===== config.mk =====
export PLATFORM = sky130hd
export DESIGN_NAME = segment_value_sampler_flat
export DESIGN_NICKNAME = d
export VERILOG_FILES = /design/src/rtl/segment_value_sampler_if.sv /design/src/rtl/segment_value_sampler.sv /design/src/flat_wrapper.sv
export SDC_FILE = /design/constraint.sdc
export NUM_CORES = 1
export LEC_CHECK = 0
export ABC_AREA = 1
export BUFFER_PORTS_ARGS = -buffer_cell sky130_fd_sc_hd__buf_2
export CELL_PAD_IN_SITES_DETAIL_PLACEMENT = 1
export CELL_PAD_IN_SITES_GLOBAL_PLACEMENT = 1
export CORE_AREA = 5 5 296 298
export CTS_CLUSTER_DIAMETER = 50
export DETAILED_ROUTE_END_ITERATION = 10
export DIE_AREA = 0 0 301 303
export GPL_TIMING_DRIVEN = 1
export MAX_ROUTING_LAYER = met4
export PLACE_DENSITY = 0.48
export RECOVER_POWER = 100
export SETUP_SLACK_MARGIN = 0.15
export SLEW_MARGIN = 5
export SYNTH_ARGS = -nofsm -noshare
export SYNTH_HDL_FRONTEND = slang
export SYNTH_SLANG_ARGS = --single-unit
export TNS_END_PERCENT = 50

===== constraint.sdc =====
create_clock -name in_clock -period 9 [get_ports in_clock]
set_input_delay 1.8 -clock in_clock [delete_from_list [all_inputs] [get_ports in_clock]]
set_output_delay 1.8 -clock in_clock [all_outputs]
set_load 0.05 [all_outputs]

===== src/rtl/segment_value_sampler_if.sv =====
// Segment-to-value handshake bundle for the segment value sampler.
// master: segment producer (drives in_*); slave: sampler (drives out_*).
interface segment_value_sampler_if #(
  parameter int WIDTH = 32
);
  logic                    in_enable;
  logic                    in_seed_load;
  logic [31:0]             in_seed;
  logic                    in_segment_valid;
  logic [1:0]              in_segment_type;
  logic signed [WIDTH-1:0] in_segment_from;
  logic signed [WIDTH-1:0] in_segment_to;
  logic                    out_ready;
  logic                    out_valid;
  logic signed [WIDTH-1:0] out_value;
  logic                    out_timeout;
  logic                    out_error;

  modport master (
    output in_enable,
    output in_seed_load,
    output in_seed,
    output in_segment_valid,
    output in_segment_type,
    output in_segment_from,
    output in_segment_to,
    input  out_ready,
    input  out_valid,
    input  out_value,
    input  out_timeout,
    input  out_error
  );

  modport slave (
    input  in_enable,
    input  in_seed_load,
    input  in_seed,
    input  in_segment_valid,
    input  in_segment_type,
    input  in_segment_from,
    input  in_segment_to,
    output out_ready,
    output out_valid,
    output out_value,
    output out_timeout,
    output out_error
  );
endinterface


===== src/rtl/segment_value_sampler.sv =====
// Draws a signed value inside one chosen segment using a 32-bit LFSR.
// Uniform segments: rejection sampling against a power-of-two mask.
// Exponential segments: geometric walk (p=1/2) from the heavy end.
// Ports:
//   in_clock  - rising-edge clock
//   in_reset  - asynchronous active-high reset
//   bus       - slave side of segment_value_sampler_if:
//     in_enable, in_seed_load, in_seed, in_segment_valid/type/from/to
//     out_ready, out_valid, out_value, out_timeout, out_error
module segment_value_sampler #(
  parameter int WIDTH     = 32,
  parameter int MAX_TRIES = 64
) (
  input logic                    in_clock,
  input logic                    in_reset,
  segment_value_sampler_if.slave bus
);

  localparam logic [31:0] TAPS = 32'h80200003;
  localparam int TW = (MAX_TRIES > 1) ? $clog2(MAX_TRIES) : 1;
  localparam logic [TW-1:0] TRY_LAST = TW'(MAX_TRIES - 1);
  localparam logic [TW-1:0] TRY_ONE  = TW'(1);
  localparam logic [WIDTH:0] ONE_W1  = (WIDTH+1)'(1);

  typedef enum logic [1:0] {
    S_IDLE,
    S_UNIFORM,
    S_GEOM
  } state_t;

  state_t                  state_q;
  logic [31:0]             lfsr_q;
  logic [1:0]              type_q;
  logic signed [WIDTH-1:0] from_q;
  logic signed [WIDTH-1:0] to_q;
  logic [WIDTH:0]          range_q;
  logic [WIDTH-1:0]        mask_q;
  logic [TW-1:0]           tries_q;
  logic [WIDTH:0]          k_q;
  logic                    valid_q;
  logic                    timeout_q;
  logic                    error_q;
  logic signed [WIDTH-1:0] value_q;

  logic [31:0]             lfsr_d;
  logic [31:0]             seed_d;
  logic [WIDTH:0]          span_d;
  logic [WIDTH:0]          range_d;
  logic [WIDTH-1:0]        mask_d;
  logic                    smear;
  logic                    bad_d;
  logic                    ready_d;
  logic                    accept_d;
  logic [WIDTH-1:0]        cand_d;
  logic                    cand_ok_d;
  logic [WIDTH:0]          k_inc_d;
  logic                    restart_d;
  logic signed [WIDTH-1:0] geom_val_d;
  logic signed [WIDTH-1:0] fall_d;
  logic signed [WIDTH-1:0] uni_val_d;

  // Incoming segment decode: range in WIDTH+1 bits so a full-span
  // segment (2^WIDTH values) is still representable.
  always_comb begin
    span_d = {bus.in_segment_to[WIDTH-1], bus.in_segment_to}
           - {bus.in_segment_from[WIDTH-1], bus.in_segment_from};
    range_d = span_d + ONE_W1;
    bad_d = (bus.in_segment_type == 2'd3)
         || ($signed(bus.in_segment_from) > $signed(bus.in_segment_to));
    mask_d = '0;
    smear  = 1'b0;
    for (int i = WIDTH - 1; i >= 0; i--) begin
      smear     = smear | span_d[i];
      mask_d[i] = smear;
    end
  end

  // LFSR next state and seed sanitising (all-zero would lock up).
  always_comb begin
    lfsr_d = {1'b0, lfsr_q[31:1]} ^ (lfsr_q[0] ? TAPS : 32'h0);
    seed_d = (bus.in_seed == 32'h0) ? 32'h1 : bus.in_seed;
  end

  // Draw datapath, all based on the pre-advance LFSR value.
  always_comb begin
    cand_d     = lfsr_q[WIDTH-1:0] & mask_q;
    cand_ok_d  = {1'b0, cand_d} < range_q;
    uni_val_d  = from_q + cand_d;
    k_inc_d    = k_q + ONE_W1;
    restart_d  = (k_inc_d == range_q);
    geom_val_d = (type_q == 2'd1) ? (to_q - k_q[WIDTH-1:0])
                                  : (from_q + k_q[WIDTH-1:0]);
    fall_d     = (type_q == 2'd1) ? to_q : from_q;
  end

  // A result still on out_valid blocks acceptance for one cycle.
  always_comb begin
    ready_d  = (state_q == S_IDLE) && !valid_q && bus.in_enable;
    accept_d = ready_d && bus.in_segment_valid;
  end

  always_ff @(posedge in_clock or posedge in_reset) begin
    if (in_reset) begin
      state_q   <= S_IDLE;
      lfsr_q    <= 32'h1;
      type_q    <= 2'd0;
      from_q    <= '0;
      to_q      <= '0;
      range_q   <= '0;
      mask_q    <= '0;
      tries_q   <= '0;
      k_q       <= '0;
      valid_q   <= 1'b0;
      timeout_q <= 1'b0;
      error_q   <= 1'b0;
      value_q   <= '0;
    end else if (bus.in_enable) begin
      lfsr_q    <= bus.in_seed_load ? seed_d : lfsr_d;
      valid_q   <= 1'b0;
      timeout_q <= 1'b0;
      error_q   <= 1'b0;
      unique case (state_q)
        S_IDLE: begin
          if (accept_d) begin
            type_q  <= bus.in_segment_type;
            from_q  <= bus.in_segment_from;
            to_q    <= bus.in_segment_to;
            range_q <= range_d;
            mask_q  <= mask_d;
            tries_q <= '0;
            k_q     <= '0;
            if (bad_d) begin
              valid_q <= 1'b1;
              error_q <= 1'b1;
              value_q <= bus.in_segment_from;
            end else if (bus.in_segment_type == 2'd0) begin
              state_q <= S_UNIFORM;
            end else begin
              state_q <= S_GEOM;
            end
          end
        end
        S_UNIFORM: begin
          if (cand_ok_d) begin
            value_q <= uni_val_d;
            valid_q <= 1'b1;
            state_q <= S_IDLE;
          end else if (tries_q == TRY_LAST) begin
            value_q   <= from_q;
            valid_q   <= 1'b1;
            timeout_q <= 1'b1;
            state_q   <= S_IDLE;
          end else begin
            tries_q <= tries_q + TRY_ONE;
          end
        end
        S_GEOM: begin
          if (lfsr_q[0]) begin
            value_q <= geom_val_d;
            valid_q <= 1'b1;
            state_q <= S_IDLE;
          end else if (restart_d) begin
            // Walked past the light end: start the walk over.
            if (tries_q == TRY_LAST) begin
              value_q   <= fall_d;
              valid_q   <= 1'b1;
              timeout_q <= 1'b1;
              state_q   <= S_IDLE;
            end else begin
              tries_q <= tries_q + TRY_ONE;
              k_q     <= '0;
            end
          end else begin
            k_q <= k_inc_d;
          end
        end
        default: state_q <= S_IDLE;
      endcase
    end
  end

  assign bus.out_ready   = ready_d;
  assign bus.out_valid   = valid_q;
  assign bus.out_value   = value_q;
  assign bus.out_timeout = timeout_q;
  assign bus.out_error   = error_q;

endmodule


===== src/flat_wrapper.sv =====
// flat-port wrapper written by rule: the top's interface ports become plain ports
module segment_value_sampler_flat 
#(
  parameter int WIDTH     = 32,
  parameter int MAX_TRIES = 64
)
  (in_clock, in_reset, bus_in_enable, bus_in_seed_load, bus_in_seed, bus_in_segment_valid, bus_in_segment_type, bus_in_segment_from, bus_in_segment_to, bus_out_ready, bus_out_valid, bus_out_value, bus_out_timeout, bus_out_error);
  segment_value_sampler_if #(.WIDTH(WIDTH)) bus_i ();
  input logic in_clock;
  input logic in_reset;
  input wire logic [$bits(bus_i.in_enable)-1:0] bus_in_enable;
  input wire logic [$bits(bus_i.in_seed_load)-1:0] bus_in_seed_load;
  input wire logic [$bits(bus_i.in_seed)-1:0] bus_in_seed;
  input wire logic [$bits(bus_i.in_segment_valid)-1:0] bus_in_segment_valid;
  input wire logic [$bits(bus_i.in_segment_type)-1:0] bus_in_segment_type;
  input wire logic [$bits(bus_i.in_segment_from)-1:0] bus_in_segment_from;
  input wire logic [$bits(bus_i.in_segment_to)-1:0] bus_in_segment_to;
  output wire logic [$bits(bus_i.out_ready)-1:0] bus_out_ready;
  output wire logic [$bits(bus_i.out_valid)-1:0] bus_out_valid;
  output wire logic [$bits(bus_i.out_value)-1:0] bus_out_value;
  output wire logic [$bits(bus_i.out_timeout)-1:0] bus_out_timeout;
  output wire logic [$bits(bus_i.out_error)-1:0] bus_out_error;
  assign bus_i.in_enable = bus_in_enable;
  assign bus_i.in_seed_load = bus_in_seed_load;
  assign bus_i.in_seed = bus_in_seed;
  assign bus_i.in_segment_valid = bus_in_segment_valid;
  assign bus_i.in_segment_type = bus_in_segment_type;
  assign bus_i.in_segment_from = bus_in_segment_from;
  assign bus_i.in_segment_to = bus_in_segment_to;
  assign bus_out_ready = bus_i.out_ready;
  assign bus_out_valid = bus_i.out_valid;
  assign bus_out_value = bus_i.out_value;
  assign bus_out_timeout = bus_i.out_timeout;
  assign bus_out_error = bus_i.out_error;
  segment_value_sampler #(.WIDTH(WIDTH), .MAX_TRIES(MAX_TRIES)) u_core (.in_clock(in_clock), .in_reset(in_reset), .bus(bus_i));
endmodule

==> flow_metrics.env, run 1 <==
export IMPL_status="complete, but fails checks"
export IMPL_violations="max-capacitance violations, max-slew violations"
export IMPL_rsz0062_at_grt="no"
export IMPL_root_buffer="clkbuf_16"
export IMPL_period_share_pct=79.7
export IMPL_crit_path_end_kind="register"
export IMPL_drv_slew=355
export IMPL_via_per_inst=4.94
export IMPL_antenna_found_initial=3
export IMPL_drive_gt1_share_pct=9.12
export IMPL_insertion_delay_ns=0.61
export IMPL_grt_use_total_pct=22.1
export IMPL_cpPeakStageDelay_ns=0.99
export IMPL_start_util_pct=24.7
export IMPL_grt_max_degree=88
export IMPL_cp_max_fo=44
export IMPL_critPathRequiredTime_ns=9.53
export IMPL_fin_total_pwr_mw=8.36
export IMPL_min_path_cells=2
export IMPL_cts_buffer_depth=3
export IMPL_die_x_um=301
export IMPL_fmax_ghz=0.139
export IMPL_pin_count=139
export IMPL_fin_util_pct=28.9
export IMPL_synth_common_cells="867 x nand2_1, 418 x inv_1, 265 x a21oi_1, 265 x o21ai_0, 238 x dfrtp_1"
export IMPL_place_hpwl_mm=81.0
export IMPL_drc_errors=0
export IMPL_drt_total_wl_mm=99.6
export IMPL_cts_sinks=239
export IMPL_die_h_um=303
export IMPL_postRouteAntennaNets=0
export IMPL_max_slew_margin_pct=-134
export IMPL_syn_avg_cell_area_sq_um=6.74
export IMPL_hold_viol_final=0
export IMPL_vias=21800
export IMPL_synth_top_area_cell="dfrtp_1"
export IMPL_worst_r2r_setup_slack_ns=1.83
export IMPL_r2r_cells=21
export IMPL_gr_total_overflow=0
export IMPL_area_growth_pct=17.0
export IMPL_leakagePower_nw=12.1
export IMPL_setup_violations_final=0
export IMPL_synth_top_area_share_pct=28.5
export IMPL_layout_nets=3497
export IMPL_cp_arrival_ns=7.70
export IMPL_peakVddDrop_mv=0.156
export IMPL_ys_ff_latch=239
export IMPL_worst_pin_slew_ns=3.49
export IMPL_max_cap_violations=6
export IMPL_portBuffers=138
export IMPL_grt_pass1_vias=22600
export IMPL_netlist_instances=3101
export IMPL_dieArea_sq_um=91200
export IMPL_core_area_sq_um=84600
export IMPL_routedWlPerCell_um=22.6
export IMPL_htreeDepth=2
export IMPL_path_class="reg2reg"
export IMPL_syn_cell_area_sq_um=20900
export IMPL_cts_resized=0
export IMPL_fin_setup_tns_ns=0
export IMPL_post_cts_buffers=0
export IMPL_hold_buffers=0
export IMPL_final_area_sq_um=24400
export IMPL_hp_class="reg2reg"
export IMPL_path_clk_slew_ns=0.06
export IMPL_period_needed_ns=7.17
export IMPL_drt_iter0_drc=1335
export IMPL_ys_flop_type="dfrtp_1"
export IMPL_dpl_cell_area_sq_um=22800
export IMPL_ys_types=69
export IMPL_ys_seq_area_share_pct=28.6
export IMPL_holdWs_ns=0.479
export IMPL_yosysMostFrequentCell="nand2_1"
export IMPL_grt_pass1_wl_mm=148
export IMPL_synth_area_leaders="dfrtp_1 29%, nand2_1 16%, ha_1 9.9%"
export IMPL_synth_edf_count=0
export IMPL_start_kind="register"
export IMPL_yosysWarnings=0
export IMPL_crit_chain="ha_1 -> nand4_1 -> nor2_1 -> clkinv_1 -> nor2_1 -> inv_1 -> nor3_1 -> nand3_1 -> nor4_1 -> xnor2_1 -> clkinv_1 -> nand2_1 -> nand2_1 -> nor3_1 -> nand4_1 -> nor3_1 -> or2_2 -> nand2_2 -> inv_1 -> nand3_1 -> nand2_1"
export IMPL_rows=107
export IMPL_numCtsBuffers=51
export IMPL_cts_tree="done"
export IMPL_firstDrtPassIters=5
export IMPL_synth_nets=3373
export IMPL_synthArstFlopShare_pct=100
export IMPL_worst_clock_skew_ns=0.0334
export IMPL_slowest_stage="inv_1"
export IMPL_powerDensity_nw_per_um2=342
export IMPL_gp_congestion=0.958
==> report_power, final <==
group | internal [mW] | total, mW | switching [mW]
sequential | 1.46 | 1.94 | 0.482
combinational | 1.33 | 4.44 | 3.10
clock | 1.23 | 1.98 | 0.748
==> critical path: cells and delay by family (launching register included) <==
family / cells / cell delay (ns)
flip-flops: 1 / 0.58
adder cells (fa/ha/maj): 1 / 0.30
AND/OR/NAND/NOR: 15 / 4.49
buffers and inverters: 4 / 1.42
XOR/XNOR: 1 / 0.20
==> cell families after synthesis <==
logic type | Yosys count | synth area share [%]
fa+ha+maj | 169 | 10.3
xor+xnor | 97 | 4.10
buf+inv | 517 | 9.78
flops | 239 | 28.6
mux | 3 | 0.150
simple gates | 1385 | 28.4
compound gates | 691 | 18.6
==> metal layers <==
metal	GRT usage, %	part of all wire (%)	vias to the layer above
li1	-	-	10500
met1	31.7	50	10700
met2	34.0	44	434
met3	2.35	4.1	107
met4	4.56	2.0	0
met5	-	0	-
==> path summary, 6_finish.rpt <==
check,start,to
worst max-delay path,u_core.k_q[0],u_core.bus.out_value[23]
worst min-delay path,u_core.mask_q[27],u_core.mask_q[27]
worst max register to register,u_core.k_q[0],u_core.bus.out_value[23]
worst min register to register,u_core.mask_q[27],u_core.mask_q[27]
max in group asynchronous,in_reset,u_core.to_q[31]
min in group asynchronous,in_reset,u_core.mask_q[1]
==> cells in the final DEF (no fill, tap or decap), drive strengths merged, types with 96 or more instances in the layout <==
cell / netlist / layout
clkbuf: 74 / 96
inv: 426 / 438
o21ai: 275 / 275
nand3: 140 / 140
buf: 13 / 117
a21oi: 266 / 266
ha: 165 / 165
dfrtp: 238 / 238
nand2: 876 / 876
nor2: 210 / 210
==> cell type report <==
class	count	area, sq um
clock buffers	55	1320
repair buffers	158	782
clock inverters	41	467
well taps	1144	1430
fillers	10700	60200
inverters	430	1620
multi-input cells	2345	12800
flip-flops and latches	239	5980
diodes	1	2.50
==> state kept, by name (all words and copies together), names as in the netlist <==
register and flops:
u_core.bus.out_valid 1, u_core.tries_q 6, u_core.from_q 32, u_core.lfsr_q 32, u_core.mask_q 32, u_core.to_q 32, u_core.k_q 33, u_core.bus.out_value 32
u_core.state_q 2, u_core.range_q 33, u_core.type_q 2, u_core.bus.out_error 1, u_core.bus.out_timeout 1
==> stage by stage <==
stage                     setup slack [ns]  instances
after floorplan                      0.642       3101
after CTS                             2.93       4412
final                                 1.83       4413
after global placement                2.51       4316
after detailed placement              2.49       4316
after global routing                  1.37       4412
Note: power is estimated with default switching activity, not from simulation.
==> run 2: changes to the inputs <==
PLACE_DENSITY = 0.5   (was 0.48)
clock period = 6 ns   (was 9 ns; I/O delays follow)
==> run 2 against run 1 <==
Maximum frequency up 31%. Sequential power up 48%. Highest routed layer unchanged. First-iteration DRC count rose by 3.5%. Die area stayed put. Largest power group unchanged. Clock skew rose by 0.0018 ns. The flow still finishes with violations (max-capacitance violations, max-slew violations). Critical path depth unchanged. Sequential share of layout area down 0.29 points.
==> flow_metrics.env, run 2 (synthesized netlist as in run 1, its figures left out) <==
export IMPL_setup_violations_final=0
export IMPL_final_common_cell="nand2_1"
export IMPL_cts_buffer_depth=3
export IMPL_path_clk_slew_ns=0.05
export IMPL_worst_r2r_setup_slack_ns=0.52
export IMPL_hold_buffers=0
export IMPL_r2r_cells=21
export IMPL_drc_errors=0
export IMPL_dieArea_sq_um=91200
export IMPL_timing_rr_start="u_core.k_q[0]"
export IMPL_cp_max_fo=21
export IMPL_max_slew_margin_pct=-132
export IMPL_insertion_delay_ns=0.64
export IMPL_drt_iter0_drc=1382
export IMPL_violations="max-capacitance violations, max-slew violations"
export IMPL_grt_max_degree=149
export IMPL_worst_pin_slew_ns=3.47
export IMPL_numCtsBuffers=55
export IMPL_gr_total_overflow=0
export IMPL_max_cap_violations=6
export IMPL_worst_clock_skew_ns=0.0352
export IMPL_cts_sinks=239
export IMPL_layout_common_cells="869 x nand2_1, 417 x inv_1, 268 x o21ai_0"
export IMPL_fin_total_pwr_mw=13.0
export IMPL_cts_tree="done"
export IMPL_via_per_inst=4.92
export IMPL_drt_total_wl_mm=99.4
export IMPL_gp_congestion=0.908
export IMPL_start_util_pct=24.7
export IMPL_final_area_sq_um=24700
export IMPL_antenna_found_initial=2
export IMPL_dpl_cell_area_sq_um=22800
export IMPL_peakVddDrop_mv=0.222
export IMPL_portBuffers=138
export IMPL_rows=107
export IMPL_place_hpwl_mm=80.0
export IMPL_path_class="reg2reg"
export IMPL_powerDensity_nw_per_um2=524
export IMPL_grt_use_total_pct=21.9
export IMPL_routedWlPerCell_um=22.4
export IMPL_worstSetupStartpoint="u_core.k_q[0]"
export IMPL_status="complete, but fails checks"
export IMPL_die_h_um=303
export IMPL_period_needed_ns=5.48
export IMPL_grt_pass1_vias=22500
export IMPL_fin_util_pct=29.2
export IMPL_vias=21800
export IMPL_firstDrtPassIters=5
export IMPL_die_x_um=301
export IMPL_critPathRequiredTime_ns=6.55
export IMPL_postRouteAntennaNets=0
export IMPL_cp_arrival_ns=6.03
export IMPL_setup_worst_path_end="u_core.bus.out_value[19]"
export IMPL_rsz0062_at_grt="no"
export IMPL_drv_slew=478
export IMPL_pin_count=139
export IMPL_drive_gt1_share_pct=9.50
export IMPL_fin_setup_tns_ns=0
export IMPL_hold_viol_final=0
export IMPL_htreeDepth=2
export IMPL_layout_nets=3510
export IMPL_hp_class="reg2reg"
export IMPL_start_kind="register"
export IMPL_fmax_ghz=0.183
export IMPL_r2r_end="u_core.bus.out_value[19]"
export IMPL_leakagePower_nw=12.2
export IMPL_core_area_sq_um=84600
export IMPL_post_cts_buffers=0
export IMPL_crit_path_end_kind="register"
export IMPL_period_share_pct=91.3
export IMPL_root_buffer="clkbuf_16"
export IMPL_cts_resized=0
export IMPL_grt_pass1_wl_mm=146
export IMPL_top_regs="u_core.k_q (33), u_core.range_q (33)"
export IMPL_area_growth_pct=18.4
==> run 2: changes by cell type in the layout (fill, tap and decap cells not counted), sizes merged <==
cell,delta
bufinv,+5
clkinv,+5
inv,-6
buf,+6
clkbuf,+11
clkinvlp,-4
==> run 2: power by group <==
group | internal (mW) | switching [mW] | leakage, nW
combinational | 2.03 | 4.70 | 8.29
sequential | 2.19 | 0.679 | 2.96
clock | 2.21 | 1.16 | 0.981
==> run 2: worst min path at each step <==
stage | from | to | slack [ns] | depth (start not counted)
2_1_floorplan | u_core.mask_q[23] | u_core.mask_q[23] | 0.45 | 2
3_3_place_gp | u_core.bus.out_value[29] | u_core.bus.out_value[29] | 0.46 | 2
3_5_place_dp | u_core.bus.out_value[29] | u_core.bus.out_value[29] | 0.46 | 2
4_1_cts | u_core.bus.out_value[29] | u_core.bus.out_value[29] | 0.47 | 2
5_1_grt | u_core.bus.out_value[4] | u_core.bus.out_value[4] | 0.50 | 2
6_report | u_core.bus.out_value[13] | u_core.bus.out_value[13] | 0.48 | 2
==> run 2: area by class of cell <==
| type | count | area [sq um] |
|---|---|---|
| sequential | 239 | 5980 |
| timing repair buffer | 167 | 842 |
| inverter | 430 | 1620 |
| clock inverter | 41 | 572 |
| clock buffer | 63 | 1470 |
| tap | 1144 | 1430 |
| fill | 10700 | 59900 |
| antenna | 1 | 2.50 |
| multi-input combinational | 2345 | 12800 |
==> run 2: worst max-delay path, cell delays in order (launching register included) <==
cell and delay (ns):
dfrtp_1 0.60, ha_1 0.29, nand4_1 0.17, nor2_1 0.14, clkinv_1 0.12, nor2_4 0.15
inv_1 0.10, nor3_2 0.34, nand3_1 0.19, nor4_1 0.60, xnor2_1 0.20, clkinv_1 0.17
nand2_1 0.12, nand2_1 0.06, nor3_1 0.16, nand4_1 0.17, nor3_2 0.50, or2_2 0.21
nand2_1 0.11, inv_2 0.50, nand3_1 0.32, nand2_1 0.14
==> run 2: layer usage <==
layer | track usage, % | vias up | wire length [um]
met3 | 2.25 | 97 | 3500
met2 | 33.5 | 391 | 43500
met5 | - | - | 0
met1 | 31.6 | 10700 | 50400
met4 | 4.41 | 0 | 2010
li1 | - | 10600 | -
==> run 2: per-stage QoR <==
| step | setup slack, ns | instances | hold WS (ns) |
|---|---|---|---|
| 2_1_floorplan | 1.43 | 3101 | 0.449 |
| 3_3_place_gp | 0.251 | 4325 | 0.461 |
| 3_5_place_dp | 0.0872 | 4325 | 0.461 |
| 4_1_cts | 0.518 | 4429 | 0.475 |
| 5_1_grt | 0.188 | 4430 | 0.503 |
| 6_report | 0.522 | 4430 | 0.477 |
==> run 3: changes to the inputs <==
GPL_TIMING_DRIVEN = not set   (was 1)
clock period = 4.7 ns   (was 6 ns; I/O delays follow)
==> run 3 against run 2 <==
Sequential cell count unchanged. Critical path depth is 10 higher. Utilization grew 3.3 points. Cell count grew 6.6%. Total power increased by 30%. Sequential power up 27%. First-iteration DRC count decreased by 1.6%. The run still ends with max-capacitance violations, max-slew violations left. Critical endpoint is now u_core.mask_q[0]. Largest power group unchanged. Die area is the same. Worst setup slack worse by 0.24 ns.
==> flow_metrics.env, run 3 (synthesized netlist as in run 1, its figures left out) <==
export IMPL_status="complete, but fails checks"
export IMPL_violations="max-capacitance violations, max-slew violations"
export IMPL_timing_rr_start="u_core.k_q[0]"
export IMPL_drt_total_wl_mm=103
export IMPL_slowest_stage="fa_2"
export IMPL_gp_congestion=0.909
export IMPL_vias=22800
export IMPL_crit_path_end_kind="register"
export IMPL_cp_max_fo=4
export IMPL_worst_path_most_repeated_cell="nand4_1"
export IMPL_rows=107
export IMPL_die_x_um=301
export IMPL_cp_arrival_ns=4.87
export IMPL_period_needed_ns=4.42
export IMPL_start_util_pct=24.7
export IMPL_gr_total_overflow=0
export IMPL_start_kind="input pin"
export IMPL_firstDrtPassIters=5
export IMPL_portBuffers=138
export IMPL_path_clk_slew_ns=0.05
export IMPL_nFillCells=10700
export IMPL_layout_nets=3807
export IMPL_fmax_ghz=0.226
export IMPL_p_seq_share_pct=21.6
export IMPL_rsz0062_at_grt="yes"
export IMPL_insertion_delay_ns=0.60
export IMPL_hold_start="u_core.bus.out_value[5]"
export IMPL_routedWlPerCell_um=21.7
export IMPL_core_area_sq_um=84600
export IMPL_drv_slew=441
export IMPL_max_cap_violations=6
export IMPL_cellInternalPower_mw=8.46
export IMPL_holdWs_ns=0.477
export IMPL_hp_class="reg2reg"
export IMPL_htreeDepth=2
export IMPL_antenna_found_initial=4
export IMPL_cts_sinks=239
export IMPL_path_class="in2reg"
export IMPL_root_buffer="clkbuf_16"
export IMPL_grt_pass1_wl_mm=152
export IMPL_worst_pin_slew_ns=2.22
export IMPL_setup_violations_final=0
export IMPL_fin_total_pwr_mw=16.8
export IMPL_drc_errors=0
export IMPL_die_h_um=303
export IMPL_final_common_cell="nand2_1"
export IMPL_final_area_sq_um=27500
export IMPL_dieArea_sq_um=91200
export IMPL_grt_use_total_pct=22.7
export IMPL_critPathTopFamily="simple AND/OR/NAND/NOR gates"
export IMPL_period_share_pct=94.0
export IMPL_dpl_cell_area_sq_um=25100
export IMPL_leakagePower_nw=13.7
export IMPL_worstSetupStartpoint="bus_in_segment_to[0]"
export IMPL_pin_count=139
export IMPL_cts_tree="done"
export IMPL_numCtsBuffers=49
export IMPL_drt_iter0_drc=1360
export IMPL_top_regs="u_core.k_q (33), u_core.range_q (33)"
export IMPL_crit_buf_inv=3
export IMPL_worst_clock_skew_ns=0.0347
export IMPL_worst_r2r_setup_slack_ns=0.34
export IMPL_grt_pass1_vias=24100
export IMPL_via_per_inst=4.84
export IMPL_critPathRequiredTime_ns=5.15
export IMPL_peakVddDrop_mv=0.301
export IMPL_switching_power_mw=8.38
export IMPL_final_cells=4721
export IMPL_grt_max_degree=151
export IMPL_switching_share_pct=49.8
export IMPL_postRouteAntennaNets=0
export IMPL_cts_buffer_depth=3
export IMPL_powerDensity_nw_per_um2=613
export IMPL_fin_setup_tns_ns=0
export IMPL_place_inst=4607
export IMPL_clkPwrFrac_pct=23.2
export IMPL_cpPeakStageDelay_ns=0.39
export IMPL_layout_common_cells="836 x nand2_1, 407 x inv_1, 314 x buf_4"
export IMPL_hold_viol_final=0
export IMPL_drive_gt1_share_pct=20.1
export IMPL_area_growth_pct=31.6
export IMPL_combPwrFrac_pct=55.2
export IMPL_max_slew_margin_pct=-48.0
export IMPL_place_hpwl_mm=83.2
run 3: changes by cell type in the layout (fill, tap and decap cells not counted), sizes merged:
cell      previous run  this run
clkinv              21        12
clkinvlp             8        11
clkbuf             107       103
bufinv              10         9
inv                432       431
buf                123       426
run 3: final cells by class:
cell class | instances | area (sq um) | area share (%)
antenna | 1 | 2.50 | 0.00910
tap | 1144 | 1430 | 5.21
clock inverter | 33 | 448 | 1.63
sequential | 239 | 5980 | 21.8
multi-input combinational | 2345 | 13400 | 48.7
inverter | 430 | 1630 | 5.94
timing repair buffer | 470 | 3240 | 11.8
clock buffer | 59 | 1360 | 4.93
run 3: layer usage:
| metal | part of all wire, % | up-vias | track usage (%) |
|---|---|---|---|
| li1 | - | 11100 | - |
| met1 | 49 | 11200 | 31.9 |
| met2 | 45 | 423 | 35.6 |
| met3 | 3.9 | 95 | 2.18 |
| met4 | 2.2 | 0 | 4.90 |
| met5 | 0 | - | - |
run 3: what timing repair did:
| item | 4_1_cts | 5_1_grt |
|---|---|---|
| hold buffers | 0 | 0 |
| pin swaps | 2 | 53 |
| endpoints found under the hold margin | 0 | 0 |
| resized for setup | 7 | 143 |
| endpoints found under the setup margin | 9 | 87 |
| setup buffers | 1 | 20 |
run 3: worst paths after layout:
kind	endpoint	cells after the start
max	u_core.mask_q[0]	31
min	u_core.bus.out_value[5]	2
max reg2reg	u_core.bus.out_value[17]	25
min reg2reg	u_core.bus.out_value[5]	2
max in group asynchronous	u_core.bus.out_value[16]	3
min in group asynchronous	u_core.lfsr_q[5]	2
run 3: tightest hold or removal path, delay by kind of cell (launching register included):
kind	cells	cell delay, ns
flip-flops	1	0.34
AND/OR/NAND/NOR	2	0.10
run 3: per-stage QoR:
stage | util, % | worst slack, ns
6_report | 32.5 | 0.283
5_1_grt | 32.5 | 0.0205
4_1_cts | 31.8 | 0.146
3_5_place_dp | 29.6 | -0.587
3_3_place_gp | 29.6 | -0.495
2_1_floorplan | - | 0.391
run 3: power by group through the flow:
stage / combinational [mW] / sequential (mW) / clock, mW
after floorplan: 5.39 / 3.69 / 0
after global routing: 10.3 / 3.72 / 4.07
final: 9.30 / 3.64 / 3.90
after CTS: 9.12 / 3.62 / 3.98
after detailed placement: 9.06 / 3.64 / 0
after global placement: 8.84 / 3.62 / 0
